## src/rtl/alu_if.sv

```systemverilog
// ALU operand/result bundle: master drives op select and operands, slave returns result, zero flag and status.
// Pure wiring; carries no state and no flow control.
interface alu_if #(
    parameter int WIDTH = 32
);
    logic [2:0]       ctrl;
    logic [WIDTH-1:0] rs1;
    logic [WIDTH-1:0] rs2;
    logic [WIDTH-1:0] rd;
    logic             z;
    logic [3:0]       flags;

    modport master (
        output ctrl, rs1, rs2,
        input  rd, z, flags
    );

    modport slave (
        input  ctrl, rs1, rs2,
        output rd, z, flags
    );
endinterface

```

## src/rtl/alu.sv

```systemverilog
// Integer ALU for the execute stage with a clocked {N,Z,C,V} status snapshot; shifter built only with ALU_SHIFT_EN.
// Latency: rd/z combinational (0 cycles); flags registered, 1 cycle after the operands settle.
// Backpressure: none; a new operation is accepted every cycle and the status register always captures.
module alu #(
    parameter int WIDTH = 32
) (
    input  logic  clk,
    input  logic  rst_n,
    alu_if.slave  bus
);
    localparam logic [2:0] OP_ADD = 3'b000;
    localparam logic [2:0] OP_SUB = 3'b001;
    localparam logic [2:0] OP_AND = 3'b010;
    localparam logic [2:0] OP_OR  = 3'b011;
    localparam logic [2:0] OP_XOR = 3'b100;
    localparam logic [2:0] OP_SLT = 3'b101;
`ifdef ALU_SHIFT_EN
    localparam logic [2:0] OP_SLL = 3'b110;
    localparam logic [2:0] OP_SRL = 3'b111;
    localparam int         SHW    = $clog2(WIDTH);
`endif
    localparam int         MSB    = WIDTH - 1;

    logic [WIDTH:0]   sum_ext;
    logic [WIDTH:0]   diff_ext;
    logic [WIDTH-1:0] rd_c;
    logic             z_c;
    logic             c_c;
    logic             v_c;
    logic [3:0]       flags_d;
    logic [3:0]       flags_q;

    always_comb begin
        sum_ext  = {1'b0, bus.rs1} + {1'b0, bus.rs2};
        diff_ext = {1'b0, bus.rs1} - {1'b0, bus.rs2};
        rd_c     = '0;
        c_c      = 1'b0;
        v_c      = 1'b0;
        case (bus.ctrl)
            OP_ADD: begin
                rd_c = sum_ext[WIDTH-1:0];
                c_c  = sum_ext[WIDTH];
                v_c  = (bus.rs1[MSB] == bus.rs2[MSB]) && (sum_ext[MSB] != bus.rs1[MSB]);
            end
            OP_SUB: begin
                rd_c = diff_ext[WIDTH-1:0];
                // Top bit of the extended difference is the borrow; carry is its inverse.
                c_c  = ~diff_ext[WIDTH];
                v_c  = (bus.rs1[MSB] != bus.rs2[MSB]) && (diff_ext[MSB] != bus.rs1[MSB]);
            end
            OP_AND: rd_c = bus.rs1 & bus.rs2;
            OP_OR:  rd_c = bus.rs1 | bus.rs2;
            OP_XOR: rd_c = bus.rs1 ^ bus.rs2;
            OP_SLT: rd_c = {{(WIDTH-1){1'b0}}, ($signed(bus.rs1) < $signed(bus.rs2))};
`ifdef ALU_SHIFT_EN
            OP_SLL: rd_c = bus.rs1 << bus.rs2[SHW-1:0];
            OP_SRL: rd_c = bus.rs1 >> bus.rs2[SHW-1:0];
`endif
            default: rd_c = '0;
        endcase
        z_c     = (rd_c == '0);
        flags_d = {rd_c[MSB], z_c, c_c, v_c};
    end

    always_ff @(posedge clk) begin
        if (!rst_n) begin
            flags_q <= 4'b0000;
        end else begin
            flags_q <= flags_d;
        end
    end

    assign bus.rd    = rd_c;
    assign bus.z     = z_c;
    assign bus.flags = flags_q;
endmodule

```

## src/flat_wrapper.sv

```systemverilog
// flat-port wrapper written by rule: the top's interface ports become plain ports
module alu_flat 
#(
    parameter int WIDTH = 32
)
  (clk, rst_n, bus_ctrl, bus_rs1, bus_rs2, bus_rd, bus_z, bus_flags);
  alu_if #(.WIDTH(WIDTH)) bus_i ();
  input  logic clk;
  input  logic rst_n;
  input wire logic [$bits(bus_i.ctrl)-1:0] bus_ctrl;
  input wire logic [$bits(bus_i.rs1)-1:0] bus_rs1;
  input wire logic [$bits(bus_i.rs2)-1:0] bus_rs2;
  output wire logic [$bits(bus_i.rd)-1:0] bus_rd;
  output wire logic [$bits(bus_i.z)-1:0] bus_z;
  output wire logic [$bits(bus_i.flags)-1:0] bus_flags;
  assign bus_i.ctrl = bus_ctrl;
  assign bus_i.rs1 = bus_rs1;
  assign bus_i.rs2 = bus_rs2;
  assign bus_rd = bus_i.rd;
  assign bus_z = bus_i.z;
  assign bus_flags = bus_i.flags;
  alu #(.WIDTH(WIDTH)) u_core (.clk(clk), .rst_n(rst_n), .bus(bus_i));
endmodule
```

## config.mk

```make
export PLATFORM = sky130hd
export DESIGN_NAME = alu_flat
export DESIGN_NICKNAME = d
export VERILOG_FILES = /design/src/rtl/alu_if.sv /design/src/rtl/alu.sv /design/src/flat_wrapper.sv
export SDC_FILE = /design/constraint.sdc
export NUM_CORES = 1
export LEC_CHECK = 0
export BUFFER_PORTS_ARGS = -buffer_cell sky130_fd_sc_hd__buf_2
export CORE_MARGIN = 3
export CORE_UTILIZATION = 30
export CTS_CLUSTER_SIZE = 10
export DETAILED_ROUTE_END_ITERATION = 8
export GPL_TIMING_DRIVEN = 0
export PLACE_DENSITY = 0.57
export SLEW_MARGIN = 10
export SYNTH_ARGS = -nofsm -noshare
export SYNTH_HDL_FRONTEND = slang
export SYNTH_SLANG_ARGS = --single-unit
```

## constraint.sdc

```tcl
create_clock -name clk -period 5 [get_ports clk]
set_clock_uncertainty 0.2 [all_clocks]
set_input_delay 0.25 -clock clk [delete_from_list [all_inputs] [get_ports clk]]
set_output_delay 0.25 -clock clk [all_outputs]
set_load 0.01 [all_outputs]
```

==> reports/results.ini <==
[run_status]
status=finished, final reports clean

[logic_synthesis]
synth_edf_count=0
ys.flop_type=dfxtp_1
synth_area_um2=6300
yosysUniqueCellTypes=86
synthTopCellsByArea=ha_1 20%, a21oi_1 7.0%, inv_1 6.1%
yosysSeqAreaShare_pct=1.27
yosysWarnings=0
yosys.area.top_type=ha_1
synth-seq-cells=4
syn_inst=969
synth_area_per_cell_um2=6.50
post-synth-top-area-fraction_pct=19.7
async_flop_share_pct=0
synth_fp_nets=1139

[clock_network]
cts_root_buffer=clkbuf_16
cts_tree=built
cts_hold_buf=0
cts_sinks=4
clkTransAtPathRegs_ns=0.03
htreeDepth=1
clock_path_buffers=2
cts_buffers=3

[setup_path]
start_kind=primary input
cp_slowest_cell=or4_4
cp_top_family=compound AO/OA/AOI/OAI gates
path_max_fanout=5
crit_type=in -> out
cpPeakStageDelay_ns=0.59
cp_data_required_time_ns=4.55
critPathBufInv=2
arrival_ns=4.37
path_cells=buf_2 -> ha_1 -> fa_1 -> a21o_1 -> a221o_1 -> a221o_1 -> a41oi_1 -> xnor2_1 -> o221ai_1 -> o21bai_1 -> or4_1 -> or4_4 -> nor4_2 -> buf_2
endpoint_kind=output port

[placed_design]
placed_area_um2=7160
hpwl_um=22900
dp_worst_setup_slack_ns=-0.174
portBuffers=104
gp_congestion=0.980

[global_routing]
grt_max_degree=11
antenna_found_initial=0
grt.total_usage_pct=23.7
grt_overflow_total=0
grt_pass1_wl_um=42300
grt_pass1_vias=7462

[floorplanning]
dieHeight_um=151
dieArea_um2=22800
core_um2=20400
initial_core_util_pct=30.8
fp.dieW_um=151
core.rowCount=52
io_pins=106

[power_and_ir_drop]
clockPowerShare_pct=11.9
power_density_nw_per_um2=143
p_total_uw=1040
p_seq_share_pct=3.3
netSwitchingFraction_pct=58.1
p_switching_uw=602
p_int_uw=435
p_leak_uw=0.00330
ir_drop_v=0.0000729
comb_power_share_pct=84.8

[final_layout]
finalNetCount=1249
multi_input_area_um2=5610
syn_to_final_growth_pct=15.2
n_fill_cell=2306
postLayoutCoreUtil_pct=35.5
final_cell_area_um2=7260
largest_reg_flops=4
insertedDiodeCount=0
regArea_um2=80.1
drive_gt1_share_pct=14.7

[route]
drtIter0Drc=941
routed_via_density=5.98
wl_per_cell_um=21.1
drcViolationCount=0
via_count=8058
drtAntennaViolNets=0
totalWireLength_um=28500
firstDrtPassIters=6

[timing]
hold_viol_final=0
fmax_ghz=0.207
whs_ns=0.0975
slew_headroom_pct=32.8
finalSetupViolCount=0
finalCritPeriodShare_pct=96.5
fin_crit_ns=4.82
rsz0062_at_grt=false
slew_violations=0
worst_slack_ns=0.177
tightest_slew_ns=1.01

[min_path]
hp-class=in -> reg

[job]
maxCapViolCount=0

metrics by stage:
stage	std cells	TNS [ns]
after floorplan	969	0
after global placement	1343	-0.178
after detailed placement	1343	-0.174
after CTS	1347	0
after global routing	1347	0
final	1347	0
kinds of logic after synthesis:
family          Yosys count  share of synthesized area, %
fa+ha+maj               101                          20.3
xor+xnor                  6                         0.834
simple gates            313                          24.6
buf+inv                 162                          9.99
compound gates          369                          40.8
flops                     4                          1.27
mux                      14                          2.30
cell type report:
cell class	instances	share of cell area [%]
plain buffers	55	3.17
clock buffers	3	1.03
inverters	107	5.53
multi-input cells	803	77.2
flip-flops and latches	4	1.10
well taps	270	4.65
repair buffers	105	7.27
placed cells by master (no fill, tap or decap), types with 14 or more instances in the layout:
| cell | Yosys | routed |
|---|---|---|
| o211ai_1 | 27 | 27 |
| nand3_1 | 26 | 26 |
| o31ai_1 | 15 | 15 |
| a31oi_1 | 14 | 14 |
| buf_2 | 11 | 115 |
| clkbuf_1 | 38 | 36 |
| nor3_1 | 19 | 19 |
| inv_1 | 103 | 103 |
| nand2_1 | 82 | 82 |
| ha_1 | 99 | 99 |
| a211oi_1 | 16 | 16 |
| nor2_1 | 85 | 85 |
| a21oi_1 | 88 | 88 |
| nor2b_1 | 14 | 14 |
| o21ai_0 | 58 | 58 |
worst paths after layout:
kind | slack [ns] | endpoint | from | cells past startpoint
min | 0.1 | u_core.bus.flags[3] | rst_n | 2
max | 0.18 | bus_z | bus_rs2[0] | 14
timing repair:
item / 4_1_cts / 5_1_grt
gates resized for setup: 1 / 7
pin swaps: 1 / 0
setup endpoints to repair: 1 / 1
setup buffers: 1 / 0
hold endpoints to repair: 0 / 0
metal layers:
metal  wire (µm)  up-vias  track usage (%)
met5           0        -                0
li1            -     3784                -
met4        1120        0             7.84
met3        2650       74             2.57
met1       12300     3731             33.3
met2       12400      469             37.8
synth_stat cells (13+ instances only):
| cell type | count |
|---|---|
| or3_1 | 13 |
| a31oi_1 | 14 |
| o21bai_1 | 13 |
| o31ai_1 | 15 |
| o211ai_1 | 27 |
| o21ai_0 | 58 |
| clkbuf_1 | 38 |
| nor3_1 | 19 |
| nand2_1 | 82 |
| a21oi_1 | 88 |
| a211oi_1 | 16 |
| nor2_1 | 85 |
| inv_1 | 103 |
| nor2b_1 | 14 |
| nand3_1 | 26 |
| ha_1 | 99 |
power by group through the flow:
| stage | registers, µW | clock network [µW] | logic [µW] |
|---|---|---|---|
| finish | 33.9 | 124 | 879 |
| floorplan | 35.2 | 0 | 555 |
| global placement | 34.3 | 0 | 846 |
| global route | 34.1 | 129 | 949 |
| detailed placement | 34.3 | 0 | 847 |
| CTS | 33.9 | 126 | 852 |
No activity file was read; power rests on OpenSTA's default activity.
